--- config.mk ---
export PLATFORM = sky130hd
export DESIGN_NAME = mem_stage_lsu_flat
export DESIGN_NICKNAME = d
export VERILOG_FILES = /design/src/rtl/mem_stage_lsu_if.sv /design/src/rtl/mem_stage_lsu.sv /design/src/flat_wrapper.sv
export SDC_FILE = /design/constraint.sdc
export NUM_CORES = 1
export LEC_CHECK = 0
export ABC_AREA = 1
export CORE_UTILIZATION = 39
export DETAILED_ROUTE_END_ITERATION = 7
export MAX_ROUTING_LAYER = met4
export PLACE_DENSITY = 0.77
export SLEW_MARGIN = 10
export SYNTH_ARGS = -nofsm -noshare
export SYNTH_HDL_FRONTEND = slang
export SYNTH_SLANG_ARGS = --single-unit
export TNS_END_PERCENT = 50
--- constraint.sdc ---
create_clock -name clk -period 1.7 [get_ports clk]
set_input_delay 0.17 -clock clk [delete_from_list [all_inputs] [get_ports clk]]
set_output_delay 0.17 -clock clk [all_outputs]
set_load 0.01 [all_outputs]
--- src/rtl/mem_stage_lsu_if.sv ---
// mem_stage_lsu_if: MEM-stage controls plus data-memory req/ack bus seen by the load/store unit
interface mem_stage_lsu_if;
    logic        MemRead_M;
    logic        MemWrite_M;
    logic [2:0]  funct3_M;
    logic [31:0] ALUResult_M;
    logic [31:0] WriteData_M;
    logic [31:0] dmem_rdata;
    logic        dmem_ack;
    logic        dmem_req;
    logic        dmem_we;
    logic [31:0] dmem_addr;
    logic [31:0] dmem_wdata;
    logic [3:0]  dmem_wstrb;
    logic [31:0] ReadData_M;
    logic        Stall_M;
    logic        BusErr_M;
    logic        MisalignErr_M;
    modport slave (
        input  MemRead_M, MemWrite_M, funct3_M, ALUResult_M, WriteData_M, dmem_rdata, dmem_ack,
        output dmem_req, dmem_we, dmem_addr, dmem_wdata, dmem_wstrb, ReadData_M, Stall_M, BusErr_M,
               MisalignErr_M
    );
    modport master (
        output MemRead_M, MemWrite_M, funct3_M, ALUResult_M, WriteData_M, dmem_rdata, dmem_ack,
        input  dmem_req, dmem_we, dmem_addr, dmem_wdata, dmem_wstrb, ReadData_M, Stall_M, BusErr_M,
               MisalignErr_M
    );
endinterface

--- src/rtl/mem_stage_lsu.sv ---
// mem_stage_lsu: MEM-stage load/store unit with req/ack bus, timeout abort; MISALIGN_TRAP_EN enables misalignment trap
module mem_stage_lsu #(
    parameter int TIMEOUT_CYCLES = 16
) (
    input logic            clk,
    input logic            reset,
    mem_stage_lsu_if.slave bus
);
    localparam int CW = $clog2(TIMEOUT_CYCLES + 1);
    typedef enum logic [1:0] {IDLE, REQ, DONE} state_t;
    state_t        r_state;
    logic [CW-1:0] r_cnt;
    logic          r_req, r_we, r_err;
    logic [31:0]   r_addr, r_wdata, r_rdata;
    logic [3:0]    r_wstrb;
    logic [2:0]    r_f3;
    logic [1:0]    r_off;
    logic          w_access, w_mis, w_go;
    logic [1:0]    w_off;
    logic [31:0]   w_wdata, w_ld;
    logic [3:0]    w_wstrb;
    logic [7:0]    w_byte;
    logic [15:0]   w_half;
    assign w_access = bus.MemRead_M | bus.MemWrite_M;
    assign w_off    = bus.ALUResult_M[1:0];
    assign w_wdata  = bus.funct3_M[1] ? bus.WriteData_M :
                      bus.funct3_M[0] ? {2{bus.WriteData_M[15:0]}} : {4{bus.WriteData_M[7:0]}};
    assign w_wstrb  = !bus.MemWrite_M ? 4'b0000 :
                      bus.funct3_M[1] ? 4'b1111 :
                      bus.funct3_M[0] ? (w_off[1] ? 4'b1100 : 4'b0011) : 4'b0001 << w_off;
    assign w_byte   = bus.dmem_rdata[{r_off, 3'b000} +: 8];
    assign w_half   = r_off[1] ? bus.dmem_rdata[31:16] : bus.dmem_rdata[15:0];
    assign w_ld     = r_f3[1] ? bus.dmem_rdata :
                      r_f3[0] ? {{16{~r_f3[2] & w_half[15]}}, w_half} :
                                {{24{~r_f3[2] & w_byte[7]}}, w_byte};
`ifdef MISALIGN_TRAP_EN
    assign w_mis = w_access && r_state == IDLE &&
                   (bus.funct3_M[1] ? |w_off : bus.funct3_M[0] & w_off[0]);
`else
    assign w_mis = 1'b0;
`endif
    assign w_go              = r_state == IDLE && w_access && !w_mis;
    assign bus.Stall_M       = w_go | (r_state == REQ);
    assign bus.MisalignErr_M = w_mis;
    assign bus.dmem_req      = r_req;
    assign bus.dmem_we       = r_we;
    assign bus.dmem_addr     = r_addr;
    assign bus.dmem_wdata    = r_wdata;
    assign bus.dmem_wstrb    = r_wstrb;
    assign bus.ReadData_M    = r_rdata;
    assign bus.BusErr_M      = r_err;
    always_ff @(posedge clk) begin
        if (reset) begin
            r_state <= IDLE;
            r_cnt   <= '0;
            r_req   <= 1'b0;
            r_we    <= 1'b0;
            r_err   <= 1'b0;
            r_addr  <= '0;
            r_wdata <= '0;
            r_rdata <= '0;
            r_wstrb <= '0;
            r_f3    <= '0;
            r_off   <= '0;
        end else begin
            case (r_state)
                IDLE: if (w_go) begin
                    r_state <= REQ;
                    r_req   <= 1'b1;
                    r_we    <= bus.MemWrite_M;
                    r_addr  <= {bus.ALUResult_M[31:2], 2'b00};
                    r_wdata <= w_wdata;
                    r_wstrb <= w_wstrb;
                    r_f3    <= bus.funct3_M;
                    r_off   <= w_off;
                end
                REQ: if (bus.dmem_ack) begin
                    r_state <= DONE;
                    r_req   <= 1'b0;
                    if (!r_we) r_rdata <= w_ld;
                end else if (r_cnt == CW'(TIMEOUT_CYCLES - 1)) begin
                    r_state <= DONE;
                    r_req   <= 1'b0;
                    r_err   <= 1'b1;
                    r_rdata <= '0;
                end else begin
                    r_cnt <= r_cnt + 1'b1;
                end
                DONE: begin
                    r_state <= IDLE;
                    r_cnt   <= '0;
                    r_err   <= 1'b0;
                end
                default: r_state <= IDLE;
            endcase
        end
    end
endmodule

--- src/flat_wrapper.sv ---
// flat-port wrapper written by rule: the top's interface ports become plain ports
module mem_stage_lsu_flat 
#(
    parameter int TIMEOUT_CYCLES = 16
)
  (clk, reset, bus_MemRead_M, bus_MemWrite_M, bus_funct3_M, bus_ALUResult_M, bus_WriteData_M, bus_dmem_rdata, bus_dmem_ack, bus_dmem_req, bus_dmem_we, bus_dmem_addr, bus_dmem_wdata, bus_dmem_wstrb, bus_ReadData_M, bus_Stall_M, bus_BusErr_M, bus_MisalignErr_M);
  mem_stage_lsu_if bus_i ();
  input logic clk;
  input logic reset;
  input wire logic [$bits(bus_i.MemRead_M)-1:0] bus_MemRead_M;
  input wire logic [$bits(bus_i.MemWrite_M)-1:0] bus_MemWrite_M;
  input wire logic [$bits(bus_i.funct3_M)-1:0] bus_funct3_M;
  input wire logic [$bits(bus_i.ALUResult_M)-1:0] bus_ALUResult_M;
  input wire logic [$bits(bus_i.WriteData_M)-1:0] bus_WriteData_M;
  input wire logic [$bits(bus_i.dmem_rdata)-1:0] bus_dmem_rdata;
  input wire logic [$bits(bus_i.dmem_ack)-1:0] bus_dmem_ack;
  output wire logic [$bits(bus_i.dmem_req)-1:0] bus_dmem_req;
  output wire logic [$bits(bus_i.dmem_we)-1:0] bus_dmem_we;
  output wire logic [$bits(bus_i.dmem_addr)-1:0] bus_dmem_addr;
  output wire logic [$bits(bus_i.dmem_wdata)-1:0] bus_dmem_wdata;
  output wire logic [$bits(bus_i.dmem_wstrb)-1:0] bus_dmem_wstrb;
  output wire logic [$bits(bus_i.ReadData_M)-1:0] bus_ReadData_M;
  output wire logic [$bits(bus_i.Stall_M)-1:0] bus_Stall_M;
  output wire logic [$bits(bus_i.BusErr_M)-1:0] bus_BusErr_M;
  output wire logic [$bits(bus_i.MisalignErr_M)-1:0] bus_MisalignErr_M;
  assign bus_i.MemRead_M = bus_MemRead_M;
  assign bus_i.MemWrite_M = bus_MemWrite_M;
  assign bus_i.funct3_M = bus_funct3_M;
  assign bus_i.ALUResult_M = bus_ALUResult_M;
  assign bus_i.WriteData_M = bus_WriteData_M;
  assign bus_i.dmem_rdata = bus_dmem_rdata;
  assign bus_i.dmem_ack = bus_dmem_ack;
  assign bus_dmem_req = bus_i.dmem_req;
  assign bus_dmem_we = bus_i.dmem_we;
  assign bus_dmem_addr = bus_i.dmem_addr;
  assign bus_dmem_wdata = bus_i.dmem_wdata;
  assign bus_dmem_wstrb = bus_i.dmem_wstrb;
  assign bus_ReadData_M = bus_i.ReadData_M;
  assign bus_Stall_M = bus_i.Stall_M;
  assign bus_BusErr_M = bus_i.BusErr_M;
  assign bus_MisalignErr_M = bus_i.MisalignErr_M;
  mem_stage_lsu #(.TIMEOUT_CYCLES(TIMEOUT_CYCLES)) u_core (.clk(clk), .reset(reset), .bus(bus_i));
endmodule
## After elaboration in Yosys (flattened, before gate mapping)

Index checks and enable logic that the tools add are counted.

| word-level totals | value |
|---|---|
| memories | 0 |
| input port bits | 104 |
| memory bits (writable) | 0 |
| bits in read-only memories | 0 |
| output and inout port bits | 105 |
| word-level logic and storage cells | 65 |
| bits in registers | 113 |
| bits in latches | 0 |

| cells by class | value |
|---|---|
| add/sub/neg operators | 1 |
| equal/unequal tests | 9 |
| shifts and indexed selects | 2 |
| bitwise operators | 5 |
| reduce and logical (&&, ||, !) cells | 11 |
| multiplexer cells | 26 |
| order comparisons | 0 |
| multiply operators | 0 |
| divide/modulo/power cells | 0 |

Operator list:

| operator | number |
|---|---|
| two-way mux 32 bit | 7 |
| indexed part select 32 x 6 -> 8 bit | 1 |
| two-way mux 16 bit | 1 |
| two-way mux 4 bit | 4 |
| AND reduction 3 bit | 4 |
| two-way mux 5 bit | 2 |
| one-hot mux 5 bit (2 select lines) | 1 |
| != test 2 bit (second input constant) | 4 |
| two-way mux 2 bit | 3 |
| nonzero test 2 bit | 3 |
| adder 5 x 1 -> 5 bit (second input constant) | 1 |
| == test 5 x 4 -> 1 bit (second input constant) | 1 |
| two-way mux 1 bit | 5 |
| one-hot mux 1 bit (2 select lines) | 2 |
| one-hot mux 2 bit (2 select lines) | 1 |
| AND reduction 2 bit | 2 |
| << shifter 1 x 2 -> 4 bit (first input constant) | 1 |
| != test 3 bit (second input constant) | 1 |
| bitwise AND 1 bit | 2 |
| == test 2 x 1 -> 1 bit (second input constant) | 1 |
| == test 2 bit (second input constant) | 1 |
| logical NOT 2 bit | 1 |
| != test 2 x 1 -> 1 bit (second input constant) | 1 |
| OR 1 bit | 2 |
| other kinds (2) | 2 |

## Depth between registers and ports, before layout

| depth | value |
|---|---|
| word-level depth | 6 |
| mapped depth | 10 |
| mapped depth without buffers | 10 |

## Worst setup path before layout

No wires, ideal clock.

| timing | value |
|---|---|
| path type | reg2reg |
| start | register u_core.r_cnt[0] |
| end | register u_core.r_rdata[22], in the netlist u_core.bus.ReadData_M[22] |
| path buffers | 1 |
| path slack | 0.094 ns |
| clock period less this slack | 1.606 ns |
| data required time | 1.564 ns |
| stages on the path, launching flop included | 11 |
| arrival | 1.469 ns |
| setup time | 0.136 ns |
| cell sequence | dfxtp_1 > ha_1 > inv_1 > nor3_1 > ha_1 > inv_1 > a21oi_1 > o21ai_1 > buf_2 > nand2_1 > a21oi_2 |

| on the way | value |
|---|---|
| word-level cells in the longest chain between the ends | 3 |

Ends and longest elaborated chain:

| element | RTL line | text |
|---|---|---|
| start: declaration | mem_stage_lsu.sv:12 | `logic [CW-1:0] r_cnt;` |
| start signal: assignment | mem_stage_lsu.sv:87 | `r_cnt <= r_cnt + 1'b1;` |
| == test 5 x 4 -> 1 bit | mem_stage_lsu.sv:81 | `end else if (r_cnt == CW'(TIMEOUT_CYCLES - 1)) begin` |
| nonzero test 2 bit (no source line) | n/a |  |
| AND reduction 3 bit (no source line) | n/a |  |
| end signal: assignment | mem_stage_lsu.sv:80 | `if (!r_we) r_rdata <= w_ld;` |
| end: declaration | mem_stage_lsu.sv:14 | `logic [31:0] r_addr, r_wdata, r_rdata;` |

No other way between the ends.
A chain may end at the register's enable or synchronous reset.

## Worst setup path in the final report

| timing | value |
|---|---|
| start | register u_core.r_cnt[1] |
| end | register u_core.r_rdata[28], in the netlist u_core.bus.ReadData_M[28] |

Same word-level chain as after synthesis.

==> flow_metrics.py <==
metrics = {
    "status": {
        "status": "finished, violations left",
        "violations": "negative setup slack",
    },
    "yosys": {
        "yosys-top-cells-count": "129 x nand2_1, 113 x dfxtp_1, 102 x nor2_1",
        "synthFlopType": "dfxtp_1",
        "syn_avg_cell_area_um2": 7.31,
        "seq_area_frac_synth_pct": 44.1,
        "yosysUniqueCellTypes": 35,
        "synth-seq-cells": 113,
        "synthDominantCellAreaShare_pct": 44.1,
        "yosys.area.top_type": "dfxtp_1",
        "async_flop_share_pct": 0,
        "synthCells": 702,
        "synth_edf_count": 0,
        "synth_area_um2": 5130,
        "yosys.cell_count.top_type": "nand2_1",
        "yosysWarnings": 0,
        "yosys-top-cells-area": "dfxtp_1 44%, nand2_1 9.4%, nor2_1 7.5%, a21oi_1 5.2%, o21ai_0 4.7%",
    },
    "critical_path": {
        "crit_path_max_incr_delay_ns": 0.36,
        "ff2ff_path_depth": 10,
        "cp-start-kind": "flop",
        "critPathArrivalTime_ns": 1.96,
        "cp.required_ns": 1.96,
        "crit_type": "flop to flop",
        "path_cells": "ha_4, inv_4, nor3_2, ha_2, inv_2, a21oi_4, o21ai_4, clkbuf_16, nand2_2, a21oi_2",
        "cp_max_fo": 8,
        "end_kind": "flop",
        "cp_slowest_cell": "dfxtp_2",
    },
    "cts": {
        "numCtsBuffers": 17,
        "clock_sink_count": 113,
        "root_buffer": "clkbuf_16",
        "clk_path_buf_depth": 2,
        "path_clk_slew_ns": 0.05,
        "h-tree-depth": 4,
        "tritoncts": "yes",
        "clkLatencyLatePin_ns": 0.40,
    },
    "global_route": {
        "grt_pass1_wl_um": 25400,
        "antenna_found_initial": 0,
        "grt_usage_pct": 25.3,
        "grt_max_degree": 65,
        "grt-ovfl-total": 0,
        "grt_pass1_vias": 5208,
    },
    "final_layout": {
        "stdcell_count": 1096,
        "drive_above_1_share_pct": 15.8,
        "nNetsFinal": 1017,
        "area_growth_pct": 60.7,
        "diodes": 0,
        "final_area_um2": 8250,
    },
    "power": {
        "vdd_drop_max_uv": 724,
        "pwr-share-clk_pct": 40.6,
        "combPwrFrac_pct": 23.7,
        "intPower_uw": 6230,
        "p_sw_share_pct": 27.0,
        "power_density_nw_per_um2": 1030,
        "p_leak_uw": 0.00333,
        "p_sw_uw": 2300,
        "sequentialPowerShare_pct": 35.7,
    },
    "sta": {
        "finalCritPeriodShare_pct": 100,
        "timing.fmax_mhz": 587,
        "fin_tns_setup_ns": -0.00259,
        "finClkSkew_ns": 0.00786,
        "slew_headroom_pct": 63.2,
        "hold_viol": 0,
        "finalSetupViolCount": 1,
        "rsz0062_at_grt": "true",
        "worst_slack_ns": -0.00259,
        "tightest_slew_ns": 0.551,
        "final_max_slew_viol_count": 0,
        "min_period_ns": 1.70,
    },
    "placement": {
        "dpl.cell_count": 1058,
        "gp_congestion": 0.919,
        "dpl_cell_area_um2": 7460,
        "dp_slack_ns": -0.0121,
        "port_buffers": 205,
        "hpwl_um": 11500,
    },
    "die": {
        "rows": 41,
        "initial_core_util_pct": 40.3,
        "die_w_um": 117,
        "dieArea_um2": 13600,
        "die_h_um": 117,
        "ios": 209,
        "coreArea_um2": 12700,
    },
    "routing": {
        "num_vias": 5514,
        "routed_wl_um": 16800,
        "via_per_inst": 5.03,
        "drt_iter0_markers": 433,
        "routedWlPerCell_um": 15.3,
        "ant_nets": 0,
        "drtPass1Iterations": 4,
        "drc": 0,
    },
    "flow_run": {
        "cap_violations": 0,
    },
    "worst_hold_path": {
        "hold_class": "input port to flop",
        "whs_path_depth": 4,
    },
}
-- critical path, delay by kind of cell, from the launching register on --
family	cells	cell delay [ns]
AO/OA/AOI/OAI	3	0.33
adder cells (fa/ha/maj)	2	0.37
buffers and inverters	3	0.28
flip-flops	1	0.36
AND/OR/NAND/NOR	2	0.22
-- metal layers --
| layer | wire length (µm) | share of wire, % | GRT usage [%] |
|---|---|---|---|
| met5 | 0 | 0 | - |
| met4 | 374 | 2.2 | 11.7 |
| met3 | 1650 | 9.8 | 10.0 |
| met2 | 7800 | 46 | 38.9 |
| met1 | 6980 | 42 | 28.8 |
-- power groups by stage --
stage          sequential (µW)  clock (µW)  combinational, µW
2_1_floorplan             3170           0                872
6_report                  3050        3460               2020
3_5_place_dp              3080           0               1960
4_1_cts                   3040        3520               1970
3_3_place_gp              3080           0               1930
5_1_grt                   3070        3650               2200
-- sequential cells by signal (all words and copies together) (netlist names) --
name	cells
u_core.bus.dmem_wdata	32
u_core.bus.dmem_req	1
u_core.r_off	2
u_core.r_cnt	5
u_core.bus.BusErr_M	1
u_core.bus.ReadData_M	32
u_core.bus.dmem_wstrb	4
u_core.r_f3	3
u_core.bus.dmem_addr	30
u_core.bus.dmem_we	1
u_core.r_state	2
-- kinds of logic after synthesis --
kind of cell             share of synthesized area [%]
flip-flops                                        44.1
buffers and inverters                             8.85
AO/OA/AOI/OAI                                     19.0
other                                           0.0731
adder cells (fa/ha/maj)                          0.488
AND/OR/NAND/NOR                                   27.5
-- cell type report --
| type | count | area [µm²] |
|---|---|---|
| Sequential cell | 113 | 2270 |
| Tap cell | 172 | 215 |
| Timing Repair Buffer | 237 | 2420 |
| Fill cell | 1134 | 4480 |
| Clock buffer | 27 | 503 |
| Clock inverter | 5 | 75.1 |
| Multi-Input combinational cell | 492 | 2550 |
| Inverter | 50 | 206 |
-- what timing repair did --
| action | in CTS | in global routing |
|---|---|---|
| gates cloned | 0 | 3 |
| pin swaps | 1 | 4 |
| resized for setup | 5 | 38 |
| buffers inserted | 1 | 2 |
| endpoints found under the setup margin | 33 | 35 |
| hold buffers | 0 | 0 |
-- worst paths after layout --
kind	to	slack, ns	from
worst max-delay path	u_core.bus.ReadData_M[28]	-0.003	u_core.r_cnt[1]
worst min-delay path	u_core.bus.dmem_addr[4]	0.17	reset
worst max register to register	u_core.bus.ReadData_M[28]	-0.003	u_core.r_cnt[1]
worst min register to register	u_core.bus.ReadData_M[13]	0.46	u_core.bus.ReadData_M[13]
-- cells in the final DEF, fill, tap and decap left out, drive strengths merged, types with 12 or more instances in the layout --
cell type / Yosys / routed
clkbuf: 23 / 29
buf: 26 / 31
dfxtp: 113 / 113
nand2: 140 / 140
o21ai: 72 / 72
o211ai: 24 / 24
nor2: 104 / 104
a21oi: 64 / 64
clkdlybuf4s50: 0 / 203
nand3: 48 / 48
or2: 12 / 12
inv: 49 / 49
-- metrics by stage --
stage               util [%]  hold slack, ns  total power [µW]
floorplan                  -           0.305              4040
global placement        58.6           0.451              5010
detailed placement      58.6           0.455              5040
CTS                     63.3           0.152              8530
global route            64.8           0.196              8930
finish                  64.8           0.173              8530
Power figures use the tool's default switching activity.
